$ cat config.mk
export PLATFORM = sky130hd
export DESIGN_NAME = enemy_spawn_scheduler_flat
export DESIGN_NICKNAME = d
export VERILOG_FILES = /design/src/rtl/enemy_spawn_scheduler_pkg.sv /design/src/rtl/enemy_spawn_scheduler_if.sv /design/src/rtl/enemy_spawn_scheduler_lowest_free_slot.sv /design/src/rtl/enemy_spawn_scheduler.sv /design/src/flat_wrapper.sv
export SDC_FILE = /design/constraint.sdc
export NUM_CORES = 1
export LEC_CHECK = 0
export CAP_MARGIN = 20
export CORE_MARGIN = 8
export CORE_UTILIZATION = 51
export DETAILED_ROUTE_END_ITERATION = 7
export GPL_TIMING_DRIVEN = 1
export PLACE_DENSITY = 0.8
export SYNTH_ARGS = -nofsm -noshare
export SYNTH_HDL_FRONTEND = slang
export SYNTH_SLANG_ARGS = --single-unit
$ cat constraint.sdc
create_clock -name clk_25MHz -period 2.8 [get_ports clk_25MHz]
set_input_delay 0.7 -clock clk_25MHz [delete_from_list [all_inputs] [get_ports clk_25MHz]]
set_output_delay 0.7 -clock clk_25MHz [all_outputs]
set_load 0.1 [all_outputs]
$ cat src/rtl/enemy_spawn_scheduler_pkg.sv
// Shared types and sizing for the enemy spawn scheduler: queue entry layout,
// FSM state encoding and slot/timestamp widths.
package spawn_pkg;
    localparam int SLOTS  = 8;
    localparam int SLOT_W = $clog2(SLOTS);
    localparam int TS_W   = 12;
    localparam int TYPE_W = 3;
    localparam int IDX_W  = 6;
    localparam logic [TYPE_W-1:0] END_TYPE = 3'd7;

    // One enemy queue ROM word: {timestamp, type}
    typedef struct packed {
        logic [TS_W-1:0]   ts;
        logic [TYPE_W-1:0] kind;
    } spawn_entry_t;

    typedef enum logic [2:0] {
        S_IDLE,
        S_FETCH,
        S_WAIT_DATA,
        S_WAIT_TIME,
        S_ALLOC,
        S_ISSUE,
        S_DONE
    } spawn_state_t;
endpackage

$ cat src/rtl/enemy_spawn_scheduler_if.sv
// Spawn request handshake between the scheduler (master) and the Game_Engine
// enemy instance table (slave).
interface enemy_spawn_scheduler_if;
    import spawn_pkg::*;

    logic              valid;
    logic [SLOT_W-1:0] slot;
    logic [TYPE_W-1:0] kind;
    logic              ack;

    modport master (output valid, output slot, output kind, input ack);
    modport slave  (input valid, input slot, input kind, output ack);
endinterface

$ cat src/rtl/enemy_spawn_scheduler_lowest_free_slot.sv
// Combinational priority encoder: index of the lowest set bit of a slot mask,
// plus a flag telling whether any bit is set at all.
module lowest_free_slot #(
    parameter int N = 8,
    parameter int W = $clog2(N)
) (
    input  logic [N-1:0] i_mask,
    output logic [W-1:0] o_index,
    output logic         o_any
);
    // Scan from the top so the lowest set bit is the last one to win.
    always_comb begin
        o_index = '0;
        o_any   = 1'b0;
        for (int i = N - 1; i >= 0; i--) begin
            if (i_mask[i]) begin
                o_index = W'(i);
                o_any   = 1'b1;
            end
        end
    end
endmodule

$ cat src/rtl/enemy_spawn_scheduler.sv
// Walks the active level's enemy queue ROM, waits for each entry's timestamp,
// reserves the lowest free instance slot and hands a spawn request to the engine.
module enemy_spawn_scheduler
    import spawn_pkg::*;
(
    input  logic                    clk_25MHz,
    input  logic                    rst,
    input  logic                    i_level_start,
    input  logic [1:0]              i_level_sel,
    input  logic                    i_frame_tick,
    input  logic                    i_pause,
    input  logic [SLOTS-1:0]        i_enemy_exist,
    output logic [1+IDX_W:0]        o_rom_addr,
    input  logic [TS_W+TYPE_W-1:0]  i_rom_data,
    enemy_spawn_scheduler_if.master spawn,
    output logic [TS_W-1:0]         o_game_time,
    output logic                    o_queue_done
);
    spawn_state_t      r_state, w_state_next;
    logic [1:0]        r_level, w_level_next;
    logic [IDX_W-1:0]  r_idx, w_idx_next;
    spawn_entry_t      r_entry, w_entry_next;
    logic [TS_W-1:0]   r_game_time, w_game_time_next;
    logic [SLOTS-1:0]  r_reserved, w_reserved_next;
    logic              r_spawn_valid, w_spawn_valid_next;
    logic [SLOT_W-1:0] r_spawn_slot, w_spawn_slot_next;
    logic [TYPE_W-1:0] r_spawn_type, w_spawn_type_next;

    logic [SLOTS-1:0]  w_free;
    logic [SLOT_W-1:0] w_free_idx;
    logic              w_free_any;
    logic              w_restart;

    // A slot is usable only if the engine shows it empty and we have not
    // already handed it out while waiting for its exist bit to rise.
    assign w_free    = ~i_enemy_exist & ~r_reserved;
    assign w_restart = i_level_start && (i_level_sel != 2'd0);

    lowest_free_slot #(.N(SLOTS), .W(SLOT_W)) u_free (
        .i_mask  (w_free),
        .o_index (w_free_idx),
        .o_any   (w_free_any)
    );

    always_comb begin
        w_state_next       = r_state;
        w_level_next       = r_level;
        w_idx_next         = r_idx;
        w_entry_next       = r_entry;
        w_spawn_valid_next = r_spawn_valid;
        w_spawn_slot_next  = r_spawn_slot;
        w_spawn_type_next  = r_spawn_type;
        w_reserved_next    = r_reserved & ~i_enemy_exist;
        w_game_time_next   = r_game_time;

        if (r_state != S_IDLE && i_frame_tick && !i_pause && r_game_time != '1) begin
            w_game_time_next = r_game_time + 1'b1;
        end

        if (w_restart) begin
            // Restart wins over everything, including an ack landing this cycle.
            w_state_next       = S_FETCH;
            w_level_next       = i_level_sel - 2'd1;
            w_idx_next         = '0;
            w_game_time_next   = '0;
            w_reserved_next    = '0;
            w_spawn_valid_next = 1'b0;
        end else begin
            case (r_state)
                S_IDLE: ;
                S_FETCH: w_state_next = S_WAIT_DATA;
                S_WAIT_DATA: begin
                    w_entry_next = spawn_entry_t'(i_rom_data);
                    w_state_next = (w_entry_next.kind == END_TYPE) ? S_DONE : S_WAIT_TIME;
                end
                S_WAIT_TIME: begin
                    if (r_game_time >= r_entry.ts && !i_pause) begin
                        w_state_next = S_ALLOC;
                    end
                end
                S_ALLOC: begin
                    if (w_free_any) begin
                        w_spawn_slot_next  = w_free_idx;
                        w_spawn_type_next  = r_entry.kind;
                        w_spawn_valid_next = 1'b1;
                        w_state_next       = S_ISSUE;
                    end
                end
                S_ISSUE: begin
                    if (spawn.ack) begin
                        w_spawn_valid_next            = 1'b0;
                        w_reserved_next[r_spawn_slot] = 1'b1;
                        // The last index parks in DONE rather than wrapping to entry 0.
                        if (r_idx == '1) begin
                            w_state_next = S_DONE;
                        end else begin
                            w_idx_next   = r_idx + 1'b1;
                            w_state_next = S_FETCH;
                        end
                    end
                end
                S_DONE: ;
                default: w_state_next = S_IDLE;
            endcase
        end
    end

    always_ff @(posedge clk_25MHz) begin
        if (rst) begin
            r_state       <= S_IDLE;
            r_level       <= '0;
            r_idx         <= '0;
            r_entry       <= '0;
            r_game_time   <= '0;
            r_reserved    <= '0;
            r_spawn_valid <= 1'b0;
            r_spawn_slot  <= '0;
            r_spawn_type  <= '0;
        end else begin
            r_state       <= w_state_next;
            r_level       <= w_level_next;
            r_idx         <= w_idx_next;
            r_entry       <= w_entry_next;
            r_game_time   <= w_game_time_next;
            r_reserved    <= w_reserved_next;
            r_spawn_valid <= w_spawn_valid_next;
            r_spawn_slot  <= w_spawn_slot_next;
            r_spawn_type  <= w_spawn_type_next;
        end
    end

    assign o_rom_addr   = {r_level, r_idx};
    assign o_game_time  = r_game_time;
    assign o_queue_done = (r_state == S_DONE);
    assign spawn.valid  = r_spawn_valid;
    assign spawn.slot   = r_spawn_slot;
    assign spawn.kind   = r_spawn_type;
endmodule
$ cat src/flat_wrapper.sv
// flat-port wrapper written by rule: the top's interface ports become plain ports
module enemy_spawn_scheduler_flat import spawn_pkg::*;
  (clk_25MHz, rst, i_level_start, i_level_sel, i_frame_tick, i_pause, i_enemy_exist, o_rom_addr, i_rom_data, o_game_time, o_queue_done, spawn_valid, spawn_slot, spawn_kind, spawn_ack);
  enemy_spawn_scheduler_if spawn_i ();
  input  logic clk_25MHz;
  input  logic rst;
  input  logic i_level_start;
  input  logic [1:0] i_level_sel;
  input  logic i_frame_tick;
  input  logic i_pause;
  input  logic [SLOTS-1:0] i_enemy_exist;
  output logic [1+IDX_W:0] o_rom_addr;
  input  logic [TS_W+TYPE_W-1:0] i_rom_data;
  output logic [TS_W-1:0] o_game_time;
  output logic o_queue_done;
  output wire logic [$bits(spawn_i.valid)-1:0] spawn_valid;
  output wire logic [$bits(spawn_i.slot)-1:0] spawn_slot;
  output wire logic [$bits(spawn_i.kind)-1:0] spawn_kind;
  input wire logic [$bits(spawn_i.ack)-1:0] spawn_ack;
  assign spawn_valid = spawn_i.valid;
  assign spawn_slot = spawn_i.slot;
  assign spawn_kind = spawn_i.kind;
  assign spawn_i.ack = spawn_ack;
  enemy_spawn_scheduler u_core (.clk_25MHz(clk_25MHz), .rst(rst), .i_level_start(i_level_start), .i_level_sel(i_level_sel), .i_frame_tick(i_frame_tick), .i_pause(i_pause), .i_enemy_exist(i_enemy_exist), .o_rom_addr(o_rom_addr), .i_rom_data(i_rom_data), .spawn(spawn_i), .o_game_time(o_game_time), .o_queue_done(o_queue_done));
endmodule
; ---- Word level (Yosys, flattened, before mapping)
; Index checks and enable logic that the tools add are counted.
[totals]
regBits = 53
[op_classes]
n_bitwise = 8
eq_ne = 16
mux = 30
n_addsub = 3
magnitude_cmp = 3
reduce_logical = 19
[ops]
columns = operator, n
row1 = $mux W3, 13
row2 = $pmux W3 S6, 1
row3 = $and A8 B8 Y8, 2
row4 = $mux W8, 2
row5 = $not A8 Y8, 2
row6 = $add A12 B1 Y12 const B, 1
row7 = $eq A3 B3 Y1 const B, 4
row8 = $ge A12 B12 Y1, 1
row9 = $mux W1, 12
row10 = $ne A12 B12 Y1 const B, 1
row11 = $reduce_and A3 Y1, 3
row12 = $or A8 B8 Y8, 1
row13 = $reduce_and A4 Y1, 2
row14 = $add A6 B1 Y6 const B, 1
row15 = $eq A3 B2 Y1 const B, 2
row16 = $eq A6 B6 Y1 const B, 1
row17 = $logic_and A1 B1 Y1, 6
row18 = $ne A3 B2 Y1 const B, 2
row19 = $lt A3 B4 Y1 const B, 1
row20 = $ne A2 B1 Y1 const B, 2
row21 = $ne A2 B2 Y1 const B, 2
row22 = $reduce_bool A2 Y1, 2
row23 = $reduce_or A2 Y1, 2
row24 = $demux W1 S3, 1
row25 = other kinds (10), 12

; ---- Depth between registers and ports, before layout
[depth]
word_depth = 13
depth_mapped = 8
mapped_depth_nobuf = 7

; ---- Hierarchy
; From an unflattened synthesis, not the netlist that was laid out.
[unflattened]
cells_unflattened = 337
hier_area_um2 = 2778.9
[modules_own_cells]
columns = mod, area_each_um2, cells_each, instances
row1 = enemy_spawn_scheduler, 2698.8, 324, 1
row2 = lowest_free_slot, 80.1, 13, 1

; ---- Worst setup path after synthesis
; OpenSTA, ideal clock, no wires.
[synth_path]
kind = reg2reg
startpoint = register u_core.r_game_time[0], in the netlist u_core.o_game_time[0]
endpoint = register u_core.r_state[2]
slack_ns = 0.012
t_arrival_ns = 2.671
setup_ns = 0.116
stages_incl_launch_ff = 8
path_cell_list = dfxtp_1 -> inv_1 -> ha_1 -> nand2b_4 -> a2111oi_4 -> a2111oi_1 -> or4_4 -> a41o_2
[synth_between]
elab_chain_cells = 4
[synth_rtl]
columns = item, line
row1 = "start, declared", enemy_spawn_scheduler.sv:23  ; logic [TS_W-1:0] r_game_time, w_game_time_next;
row2 = "start signal, assigned", enemy_spawn_scheduler.sv:124  ; r_game_time <= w_game_time_next;
row3 = $ge A12 B12 Y1, enemy_spawn_scheduler.sv:77  ; if (r_game_time >= r_entry.ts && !i_pause) begin
row4 = $logic_and A1 B1 Y1, enemy_spawn_scheduler.sv:77
row5 = $ne A2 B1 Y1 (no source line), -
row6 = $reduce_and A4 Y1 (no source line), -
row7 = "end signal, assigned", enemy_spawn_scheduler.sv:120  ; r_state <= w_state_next;
row8 = "end, declared", enemy_spawn_scheduler.sv:19  ; spawn_state_t r_state, w_state_next;
; No other way between the ends.
; A chain may end at the register's enable or synchronous reset.

; ---- Final worst setup path
[layout_path]
startpoint = input i_enemy_exist[7]
endpoint = register u_core.r_state[2]
[layout_between]
elab_chain_cells = 12
[layout_rtl]
columns = item, line
row1 = "start, declared", flat_wrapper.sv:11  ; input logic [SLOTS-1:0] i_enemy_exist;
row2 = $not A8 Y8, enemy_spawn_scheduler.sv:36  ; assign w_free = ~i_enemy_exist & ~r_reserved;
row3 = $and A8 B8 Y8, enemy_spawn_scheduler.sv:36
row4 = $mux W1 (8 in a row), enemy_spawn_scheduler_lowest_free_slot.sv:16  ; if (i_mask[i]) begin
row5 = $ne A2 B2 Y1 (no source line), -
row6 = $reduce_and A4 Y1 (no source line), -
; No other way between the ends.

==> results by stage <==
Detailed routing:
- The final routed wirelength across all metal layers is roughly 6500 um.
- The first routing iteration left 94 violations.
- For this run, design rule violations remaining after detail routing come to 0.
- The mean routed wirelength per cell is 14.4 um.
- In the routed layout, each cell is associated on average with a via count of 5.36.
- The count of nets left with antenna violations once routing finished came out at 0.
- The routed layout has 2422 vias.
- For this run, the detailed router's first-pass iteration total came to 4.

Synth:
- The flop and latch count out of synthesis is 53.
- Sorting the synthesized cells by area gives the leading types as sky130_fd_sc_hd__dfxtp_1, sky130_fd_sc_hd__ha_1, sky130_fd_sc_hd__a21oi_1.
- The post-synth net total is between 300 and 400.
- The top cell type's share of synthesized area is 0.385.
- A synthesized cell averages 8.48 sq um.
- The biggest area contributor in the post-synthesis netlist is sky130_fd_sc_hd__dfxtp_1.
- In this run, synthesis inferred 0 flip-flops with an integrated enable.
- The leading register cell type out of synthesis is sky130_fd_sc_hd__dfxtp_1.
- In this run the cell area of the synthesized design comes to between 2000 and 3000 sq um.
- Of the synthesized area, sequential elements account for 0.385.
- The most common cell in the synthesized netlist is sky130_fd_sc_hd__dfxtp_1.
- Synthesis handed over a netlist of 325 instances.
- The total of warnings raised by yosys is 0.
- Counting distinct cell types in the post-synthesis netlist gives 52.
- The async set or reset register ratio after synthesis is 0.
- By count the netlist is led by sky130_fd_sc_hd__dfxtp_1, sky130_fd_sc_hd__nor2_1, sky130_fd_sc_hd__nand2_1, sky130_fd_sc_hd__a21oi_1, sky130_fd_sc_hd__inv_1.

Floorplanning:
- The die is a little under 90 um wide.
- The floorplan core area is 5170 sq um.
- The die footprint is 8010 sq um.
- The number of I/O pins is 59.
- Measured along the y axis, the die boundary spans 89.5 um.
- The number of rows in the core area is 26.
- The effective utilization at floorplan is 0.533.

Global routing:
- The pin count of the biggest net entering global routing is 29.
- The layer flagged by global routing as most heavily used is met2.
- The overall routing resource usage is 0.173.
- The first-pass GRT wire length is 10800 um.
- The via count of the first global-routing pass is 2348.
- The met3 layer usage reported by global route is 0.0386.
- For this run, global-route usage on met2 was measured as 0.280.
- The number of antenna violations at the first check in global routing is 0.
- The remaining global-route overflow is 0.
- For this run, global-route usage on met1 was measured as 0.216.

Place:
- The placer's final routability congestion estimate is between 0.8 and 0.9.
- The total placed cells including tap cells is about 450.
- The count of buffers from port buffering is 58.
- The sum of net half-perimeters after detailed placement is about 4900 um.

Timing:
- The final worst-path cycle share is 0.820.
- The number of hold-slack violations in the final timing report is 0.
- The time the final worst path needs with I/O delays and setup is around 2.3 ns.
- The highest clock rate is 436 MHz.
- The number of slew-limit violations in the final report is 0.
- Hold is met by 0.460 ns.
- Setup repair after global routing left no endpoint under its margin.
- Adding up every negative setup slack in the final design gives 0 ns.
- Measured against its own limit, the worst slew margin works out to 0.583.
- Clock skew on the completed layout was measured at 0.00764 ns.
- The total of endpoints with negative setup slack in the final report is 0.
- For the pin with the worst max-slew slack, the measured transition is 0.620 ns.

Worst setup path:
- STA puts the critical path data required time at 3.01 ns.
- The critical path class is in -> reg.
- The element type at the critical path end is a register.
- The maximum fanout encountered on the critical timing path is 4.
- Data arrives at the worst endpoint at 2.50 ns.
- The nature of the critical path startpoint is an input port.

Cells and area:
- The share of final-layout standard cells stronger than drive strength 1 is 0.149.
- The filler cell count in the final layout is between 400 and 500.
- From synthesis to final layout, the design area changed by 24.7%.
- At the end of the flow the core is filled with cells to 0.664.
- The repair_antennas step left the layout with diodes totalling 0.
- The count of non-filler cells in the finished layout is 452.
- The number of nets in the layout is 428.

Clock tree:
- Clock-pin slew was measured on the worst setup and hold paths at 0.09 ns.
- Post-CTS timing repair inserted 0 buffers for setup.
- The total clock buffers created by CTS is 5.
- The maximum number of buffers from clock root to sink is 2.
- The H-tree generated during clock tree synthesis spans 2 levels.
- The root buffer cell is sky130_fd_sc_hd__clkbuf_8.
- The number of clock sinks is 53.
- TritonCTS built the clock tree.
- The later pin in the worst-skew pair is clocked with a latency of 0.31 ns.
- In this run, post-CTS repair resized a total of 0 instances.
- The number of buffers inserted for hold repair after clock tree synthesis is 0.

Power:
- The maximum vdd ir drop is roughly 0.00027 V.
- The power density over the cells is 416 nW/um^2.
- Summed over all cells, the static leakage comes to 1.24 nW.

Run status:
- The run finished with clean final reports.

Hold path:
- In this run the worst hold path is classified as reg -> reg.

Flow run:
- The max-cap violation count is 0.
## placed cells by master (no fill, tap or decap), types with 2 or more instances in the layout
cell / Yosys / final
sky130_fd_sc_hd__dfxtp_1: 53 / 53
sky130_fd_sc_hd__nor2_1: 40 / 40
sky130_fd_sc_hd__nand2_1: 37 / 37
sky130_fd_sc_hd__a21oi_1: 34 / 34
sky130_fd_sc_hd__buf_4: 2 / 34
sky130_fd_sc_hd__clkdlybuf4s50_1: 0 / 30
sky130_fd_sc_hd__inv_1: 19 / 19
sky130_fd_sc_hd__ha_1: 15 / 15
sky130_fd_sc_hd__xnor2_1: 11 / 11
sky130_fd_sc_hd__nor3_1: 9 / 9
sky130_fd_sc_hd__nand3_1: 7 / 7
sky130_fd_sc_hd__nand4_1: 7 / 7
sky130_fd_sc_hd__mux2i_1: 7 / 7
sky130_fd_sc_hd__nor2b_1: 6 / 6
sky130_fd_sc_hd__nand2b_1: 6 / 6
sky130_fd_sc_hd__clkbuf_8: 0 / 6
sky130_fd_sc_hd__o22ai_1: 5 / 5
sky130_fd_sc_hd__o21ai_0: 4 / 4
sky130_fd_sc_hd__nand3b_1: 4 / 4
sky130_fd_sc_hd__xor2_1: 4 / 4
sky130_fd_sc_hd__a211oi_1: 3 / 3
sky130_fd_sc_hd__nor4_2: 3 / 3
sky130_fd_sc_hd__nand2b_4: 2 / 2
sky130_fd_sc_hd__a21o_1: 2 / 2
sky130_fd_sc_hd__and4_1: 2 / 2
sky130_fd_sc_hd__or2_2: 2 / 2
sky130_fd_sc_hd__a32oi_1: 2 / 2
sky130_fd_sc_hd__or3_1: 2 / 2
sky130_fd_sc_hd__and3_1: 2 / 2
## registers in the layout, summed over array words and instances (netlist names)
signal and flops:
u_core.spawn.valid 1, u_core.r_idx 6, u_core.r_entry 15, u_core.r_state 3, u_core.r_reserved 8, u_core.spawn.slot 3, u_core.o_game_time 12, u_core.spawn.kind 3
u_core.r_level 2
## cell type report
cell class	count	area, sq um	area share
tap	70	87.6	0.0255
inverter	19	71.3	0.0207
clock buffer	7	86.3	0.0251
sequential	53	1060	0.309
multi-input combinational	238	1560	0.452
timing repair buffer	65	576	0.167
## stage by stage
| stage | power [W] | cell area, sq um | worst slack [ns] |
|---|---|---|---|
| 3_3_place_gp | 0.00101 | 3350 | 0.268 |
| 3_5_place_dp | 0.00101 | 3350 | 0.218 |
| 5_1_grt | 0.00150 | 3440 | 0.329 |
| 4_1_cts | 0.00144 | 3440 | 0.504 |
| 2_1_floorplan | 0.000938 | 2760 | 0.0123 |
| 6_report | 0.00143 | 3440 | 0.505 |
## worst max-delay path, stage by stage
cell and delay (ns):
sky130_fd_sc_hd__clkdlybuf4s50_1 0.50, sky130_fd_sc_hd__o22ai_1 0.14, sky130_fd_sc_hd__nor4_2 0.61, sky130_fd_sc_hd__a21oi_1 0.25, sky130_fd_sc_hd__a41o_2 0.31
## routing by layer
metal	routed length (um)	up-vias
met5	0	-
met4	109	0
met3	260	9
met2	3120	41
met1	3020	1133
li1	-	1239
## power by group
part	internal (W)	switching, W
logic	0.0000966	0.000110
clock network	0.000197	0.000235
registers	0.000769	0.0000205
total	0.00106	0.000366
## path summary, 6_finish.rpt
check,depth (start not counted),start,slack (ns),end
worst max-delay path,5,i_enemy_exist[7],0.50,u_core.r_state[2]
worst min-delay path,2,u_core.r_entry[7],0.46,u_core.r_entry[7]
worst max register to register,7,u_core.o_game_time[0],0.53,u_core.r_state[2]
worst min register to register,2,u_core.r_entry[7],0.46,u_core.r_entry[7]
## logic make-up after synthesis
group                      after synthesis  synth area share
AOI/OAI and AO/OA                       61             0.143
xor gates and xnor gates                15            0.0477
adders and majority gates               15            0.0681
buffers and inverters                   34            0.0508
DFF                                     53             0.385
muxes                                    7            0.0254
and+or+nand+nor                        140             0.280
No activity file was read; power rests on OpenSTA's default activity.
==> patch 1, RTL diff (same flow settings) <==
The 7 states of `spawn_state_t` get a one-hot encoding in 7 bits.
--- a/src/rtl/enemy_spawn_scheduler_pkg.sv
+++ b/src/rtl/enemy_spawn_scheduler_pkg.sv
@@ -14,14 +14,14 @@
         logic [TYPE_W-1:0] kind;
     } spawn_entry_t;
 
-    typedef enum logic [2:0] {
-        S_IDLE,
-        S_FETCH,
-        S_WAIT_DATA,
-        S_WAIT_TIME,
-        S_ALLOC,
-        S_ISSUE,
-        S_DONE
+    typedef enum logic [6:0] {
+        S_IDLE      = 7'b0000001,
+        S_FETCH     = 7'b0000010,
+        S_WAIT_DATA = 7'b0000100,
+        S_WAIT_TIME = 7'b0001000,
+        S_ALLOC     = 7'b0010000,
+        S_ISSUE     = 7'b0100000,
+        S_DONE      = 7'b1000000
     } spawn_state_t;
 endpackage
 
Function: no difference found for any inputs over 10 cycles, from zero or initial values and one cycle with rst high; not proved beyond that.
==> patch 1 against the original RTL <==
- sequential power is 3.9% higher
- sequential share of layout area is 0.16 points lower
- worst setup slack worse by 0.17 ns
- cell count grew 6.0%
- sequential cell count up 4
- wire length grew 11%
- power up 22%
- global-route usage hardly changed
- area after synthesis grew 7.3%
- clock skew is 0.0012 ns higher
- cell area grew 8.1%
- largest cell class unchanged
==> patch 1: results (changes against the original RTL) <==
- Share of final-layout standard cells stronger than drive strength 1: 14.0% (was 14.9%)
- Synth area leaders: sky130_fd_sc_hd__dfxtp_1 (39%), sky130_fd_sc_hd__nor2_1 (8.2%), sky130_fd_sc_hd__mux2i_1 (7.1%) (was sky130_fd_sc_hd__dfxtp_1 (38%), sky130_fd_sc_hd__ha_1 (6.8%), sky130_fd_sc_hd__a21oi_1 (6.2%)).
- Synth cell count leaders: sky130_fd_sc_hd__nor2_1 (65), sky130_fd_sc_hd__dfxtp_1 (57), sky130_fd_sc_hd__inv_1 (27) (was sky130_fd_sc_hd__dfxtp_1 (53), sky130_fd_sc_hd__nor2_1 (40), sky130_fd_sc_hd__nand2_1 (37)).
- The delay of the slowest critical-path stage came to 0.76 ns (was 0.61 ns).
- The initial detailed-routing violation count was 128 (was 94).
- The arrival time of data at the critical path endpoint was 2.68 ns (was 2.50 ns).
* Global placement routability congestion: 0.832 (was 0.809)
- The share of synthesized area occupied by flip-flops and latches came to 38.6% (was 38.5%).
- The kind of launch point of the worst setup path was a flip-flop (was input port).
* Pin count of the biggest net entering global routing: 27 (was 29)
- First-pass GRT wire length: 12000 um (was 10800 um)
- Total wire length: 7250 um (was 6510 um)
* Mean area per synthesized cell: 8.60 um2 (was 8.48 um2)
- Non-Filler Instances: 479 (was 452)
- The number of buffers created by CTS was 9 (was 5).
- Clock Skews: 0.00882 ns (was 0.00764 ns)
* Pleak: 1.39 nW (was 1.24 nW)
* Worst vdd rail ir drop: 0.248 mV (was 0.269 mV)
- Status: finished clean (unchanged).
* Number of filler cells placed in the layout: 495 (was 453)
- Post-layout nets: 449 (was 428)
- CP max FO: 15 (was 4)
* Placement Cell Area: 3520 um2 (was 3350 um2)
- The depth of the most critical reg-to-reg path was 5 (was 7).
* Slew headroom: 40.9% (was 58.3%)
* Setup slack after placement: 0.111 ns (was 0.218 ns)
- The endpoint of the worst setup timing path is u_core.r_entry[14]$_SDFFE_PP0P_ (was u_core.r_state[2]$_SDFFE_PP0P_).
* Post-route setup slack: 0.338 ns (was 0.505 ns)
- Clock insertion delay at the later pin of the skew report: 0.34 ns (was 0.31 ns)
- The number of cells after detailed placement came to 464 (was 445).
- Net count after synthesis: 390 (was 371)
- The combined global-route utilization of all metal layers came to 17.3% (about the same).
- Startpoint of the tightest hold check path: u_core.r_reserved[2]$_SDFF_PP0_ (was u_core.r_entry[7]$_SDFFE_PP0P_)
[patch 1: per-stage QoR]
| step | hold slack [ns] | power [mW] |
|---|---|---|
| after floorplan | 0.460 | 0.920 |
| after global placement | 0.472 | 0.987 |
| after detailed placement | 0.481 | 0.989 |
| after CTS | 0.492 | 1.76 |
| after global routing | 0.514 | 1.80 |
| final | 0.494 | 1.75 |
[patch 1: layout make-up]
| type | instances | area, um2 | share of cell area (%) |
|---|---|---|---|
| Inverter | 27 | 101 | 2.73 |
| Sequential cell | 57 | 1140 | 30.7 |
| Tap cell | 72 | 90.1 | 2.42 |
| Timing Repair Buffer | 64 | 568 | 15.3 |
| Clock inverter | 3 | 40.0 | 1.08 |
| Multi-Input combinational cell | 244 | 1620 | 43.6 |
| Clock buffer | 12 | 155 | 4.18 |
[patch 1: critical path, delay by kind of cell (launching register included)]
| kind | cells | cell delay (ns) |
|---|---|---|
| flops | 1 | 0.37 |
| mux | 1 | 0.28 |
| simple gates | 4 | 1.70 |
[patch 1: power breakdown]
group          switching, mW  leakage, nW  total, mW  internal, mW
Clock                  0.323        0.102      0.774         0.452
Sequential           0.00463        0.460      0.821         0.816
Combinational         0.0808        0.825      0.152        0.0707
[patch 1: layer usage]
layer  up-vias  part of all wire (%)  GRT usage (%)
li1       1303                     -              -
met1      1219                    44           19.4
met2        91                    48           29.0
met3        13                   6.2           5.05
met4         0                   1.9           9.53
met5         -                     0              0
[patch 1: logic make-up after synthesis]
| logic type | synth area share (%) |
|---|---|
| flip-flops | 38.6 |
| multiplexers | 7.11 |
| AO/OA/AOI/OAI | 11.3 |
| adder cells (fa/ha/maj) | 6.35 |
| buffers and inverters | 6.64 |
| XOR/XNOR | 4.74 |
| AND/OR/NAND/NOR | 25.3 |
==> patch 2, RTL diff (same flow settings) <==
Made on the original files. `SLOTS`: 8 -> 4.
--- a/src/rtl/enemy_spawn_scheduler_pkg.sv
+++ b/src/rtl/enemy_spawn_scheduler_pkg.sv
@@ -1,7 +1,7 @@
 // Shared types and sizing for the enemy spawn scheduler: queue entry layout,
 // FSM state encoding and slot/timestamp widths.
 package spawn_pkg;
-    localparam int SLOTS  = 8;
+    localparam int SLOTS  = 4;
     localparam int SLOT_W = $clog2(SLOTS);
     localparam int TS_W   = 12;
     localparam int TYPE_W = 3;
Interface: changed (resized i_enemy_exist and spawn_slot); port bits go from 59 to 54. The function was not compared with the original's and may differ.
==> patch 2 against the original RTL <==
- first-iteration DRC count rose by 39%
- largest power group unchanged
- sequential cell count down 5
- sequential power shrank 5.1%
- worst setup slack improved by 0.013 ns
- highest routed layer unchanged
- hold slack gained 0.042 ns
- cell area is 9.5% lower
- area after synthesis fell by 9.5%
- critical path depth is 2 lower
- via count is 11% lower
- power rose by 3.2%
- wire length is 13% lower
- count of clock-buffer cells in the layout fell by 1
==> patch 2: results (changes against the original RTL) <==
- Setup slack after placement: 0.254 ns (was 0.218 ns)
* Combined global-route utilization of all metal layers: 15.8% (was 17.3%)
* Clock Skews: 0.00854 ns (was 0.00764 ns)
- The internal portion of total power is 1.03 mW (was 1.06 mW).
* First-pass GRT wire length: 9530 um (was 10800 um)
- Iteration-0 DRC Markers: 131 (was 94)
- Net count after synthesis: 326 (was 371)
- The setup slack of the worst register-to-register path was 0.80 ns (was 0.53 ns).
- The share of post-route cells with drive strength above 1 was 15.0% (was 14.9%).
- Number of filler cells placed in the layout: 408 (was 453)
- The total of buffers placed on input and output ports came to 53 (was 58).
- Worst hold slack: 0.501 ns (was 0.460 ns)
- The met2 routing resource usage after global routing is 25.9% (was 28.0%).
- The leakage power summed over all cells came to 1.15 nW (was 1.24 nW).
* Global placement routability congestion: 0.836 (was 0.809)
- The average via count per standard cell came to 5.29 (was 5.36).
* GR met3 Demand/Resource: 4.49% (was 3.86%)
- Worst-case hold path end point: u_core.r_entry[13]$_SDFFE_PP0P_ (was u_core.r_entry[7]$_SDFFE_PP0P_)
- Synth area leaders: sky130_fd_sc_hd__dfxtp_1 (39%), sky130_fd_sc_hd__mux2i_1 (7.6%), sky130_fd_sc_hd__ha_1 (7.5%) (was sky130_fd_sc_hd__dfxtp_1 (38%), sky130_fd_sc_hd__ha_1 (6.8%), sky130_fd_sc_hd__a21oi_1 (6.2%)).
* Total wire length: 5660 um (was 6510 um)
- Post-layout nets: 381 (was 428)
* Worst r2r path cells: 6 (was 7)
* CP max FO: 15 (was 4)
- Status: finished clean (unchanged).
- Number of global-route vias before repair: 2086 (was 2348)
* Portion of the post-synthesis area used by sequential elements: 38.5% (about the same)
* Synth cell count leaders: sky130_fd_sc_hd__dfxtp_1 (48), sky130_fd_sc_hd__nor2_1 (48), sky130_fd_sc_hd__inv_1 (20) (was sky130_fd_sc_hd__dfxtp_1 (53), sky130_fd_sc_hd__nor2_1 (40), sky130_fd_sc_hd__nand2_1 (37))
- Worst setup path startpoint: u_core.r_state[0]$_SDFFE_PP0P_ (was i_enemy_exist[7])
- R2R Path Start: u_core.o_game_time[3]$_SDFFE_PP0P_ (was u_core.o_game_time[0]$_SDFFE_PP0P_)
- Area taken by multi-input logic gates: 1380 um2 (was 1560 um2)
- The hold path startpoint is u_core.r_entry[13]$_SDFFE_PP0P_ (was u_core.r_entry[7]$_SDFFE_PP0P_).
* Pin count of the biggest net entering global routing: 24 (was 29)
- Placement Cell Area: 3020 um2 (was 3350 um2)
- Total half-perimeter wirelength after legalization and detailed placement: 4310 um (was 4870 um)
patch 2: cell count changes after synthesis, sizes merged, moves of 3 or more:
cell / delta
nand2: -27
a21oi: -16
mux2i: +12
nor2: +8
dfxtp: -5
nand2b: -4
nand3b: -4
clkbuf: -3
o211ai: +3
o22ai: -3
patch 2: cell type report:
| cell class | instances | area share [%] |
|---|---|---|
| clock buffer | 6 | 2.65 |
| timing repair buffer | 60 | 16.6 |
| clock inverter | 2 | 0.322 |
| multi-input combinational | 204 | 44.5 |
| tap | 67 | 2.69 |
| sequential | 48 | 30.9 |
| inverter | 20 | 2.41 |
patch 2: power groups by stage:
stage | logic, mW | clock network, mW | registers (mW)
finish | 0.294 | 0.429 | 0.750
global route | 0.324 | 0.458 | 0.756
CTS | 0.293 | 0.437 | 0.749
detailed placement | 0.292 | 0 | 0.765
global placement | 0.286 | 0 | 0.765
floorplan | 0.186 | 0 | 0.790
patch 2: through the flow:
stage	instances	total power, mW
2_1_floorplan	284	0.976
3_3_place_gp	399	1.05
3_5_place_dp	399	1.06
4_1_cts	407	1.48
5_1_grt	407	1.54
6_report	407	1.47
patch 2: worst max path at each step:
stage / to / slack, ns / depth (start not counted)
after detailed placement: u_core.spawn.kind[1]$_SDFFE_PP0P_ / 0.25 / 9
after CTS: o_queue_done / 0.52 / 3
after global routing: u_core.spawn.slot[0]$_SDFFE_PP0P_ / 0.42 / 9
final: o_queue_done / 0.52 / 3
after global placement: u_core.spawn.kind[2]$_SDFFE_PP0P_ / 0.34 / 9
after floorplan: u_core.r_state[1]$_SDFFE_PP0P_ / 0.40 / 7
patch 2: routing by layer:
layer / vias up / wire [um]
li1: 1092 / -
met1: 1001 / 2560
met2: 55 / 2720
met3: 7 / 290
met4: 0 / 85
met5: - / 0
patch 2: cells by family after synthesis:
family	Yosys count	share of synthesized area [%]
flip-flops	48	38.5
AO/OA/AOI/OAI	45	11.3
multiplexers	19	7.63
AND/OR/NAND/NOR	110	23.8
buffers and inverters	32	5.97
XOR/XNOR	15	5.27
adder cells (fa/ha/maj)	15	7.53
patch 2: worst max-delay path: cells and delay by family, from the launching register on:
family / cells / cell delay (ns)
buf+inv: 1 / 0.23
flops: 1 / 0.69
simple gates: 2 / 0.35
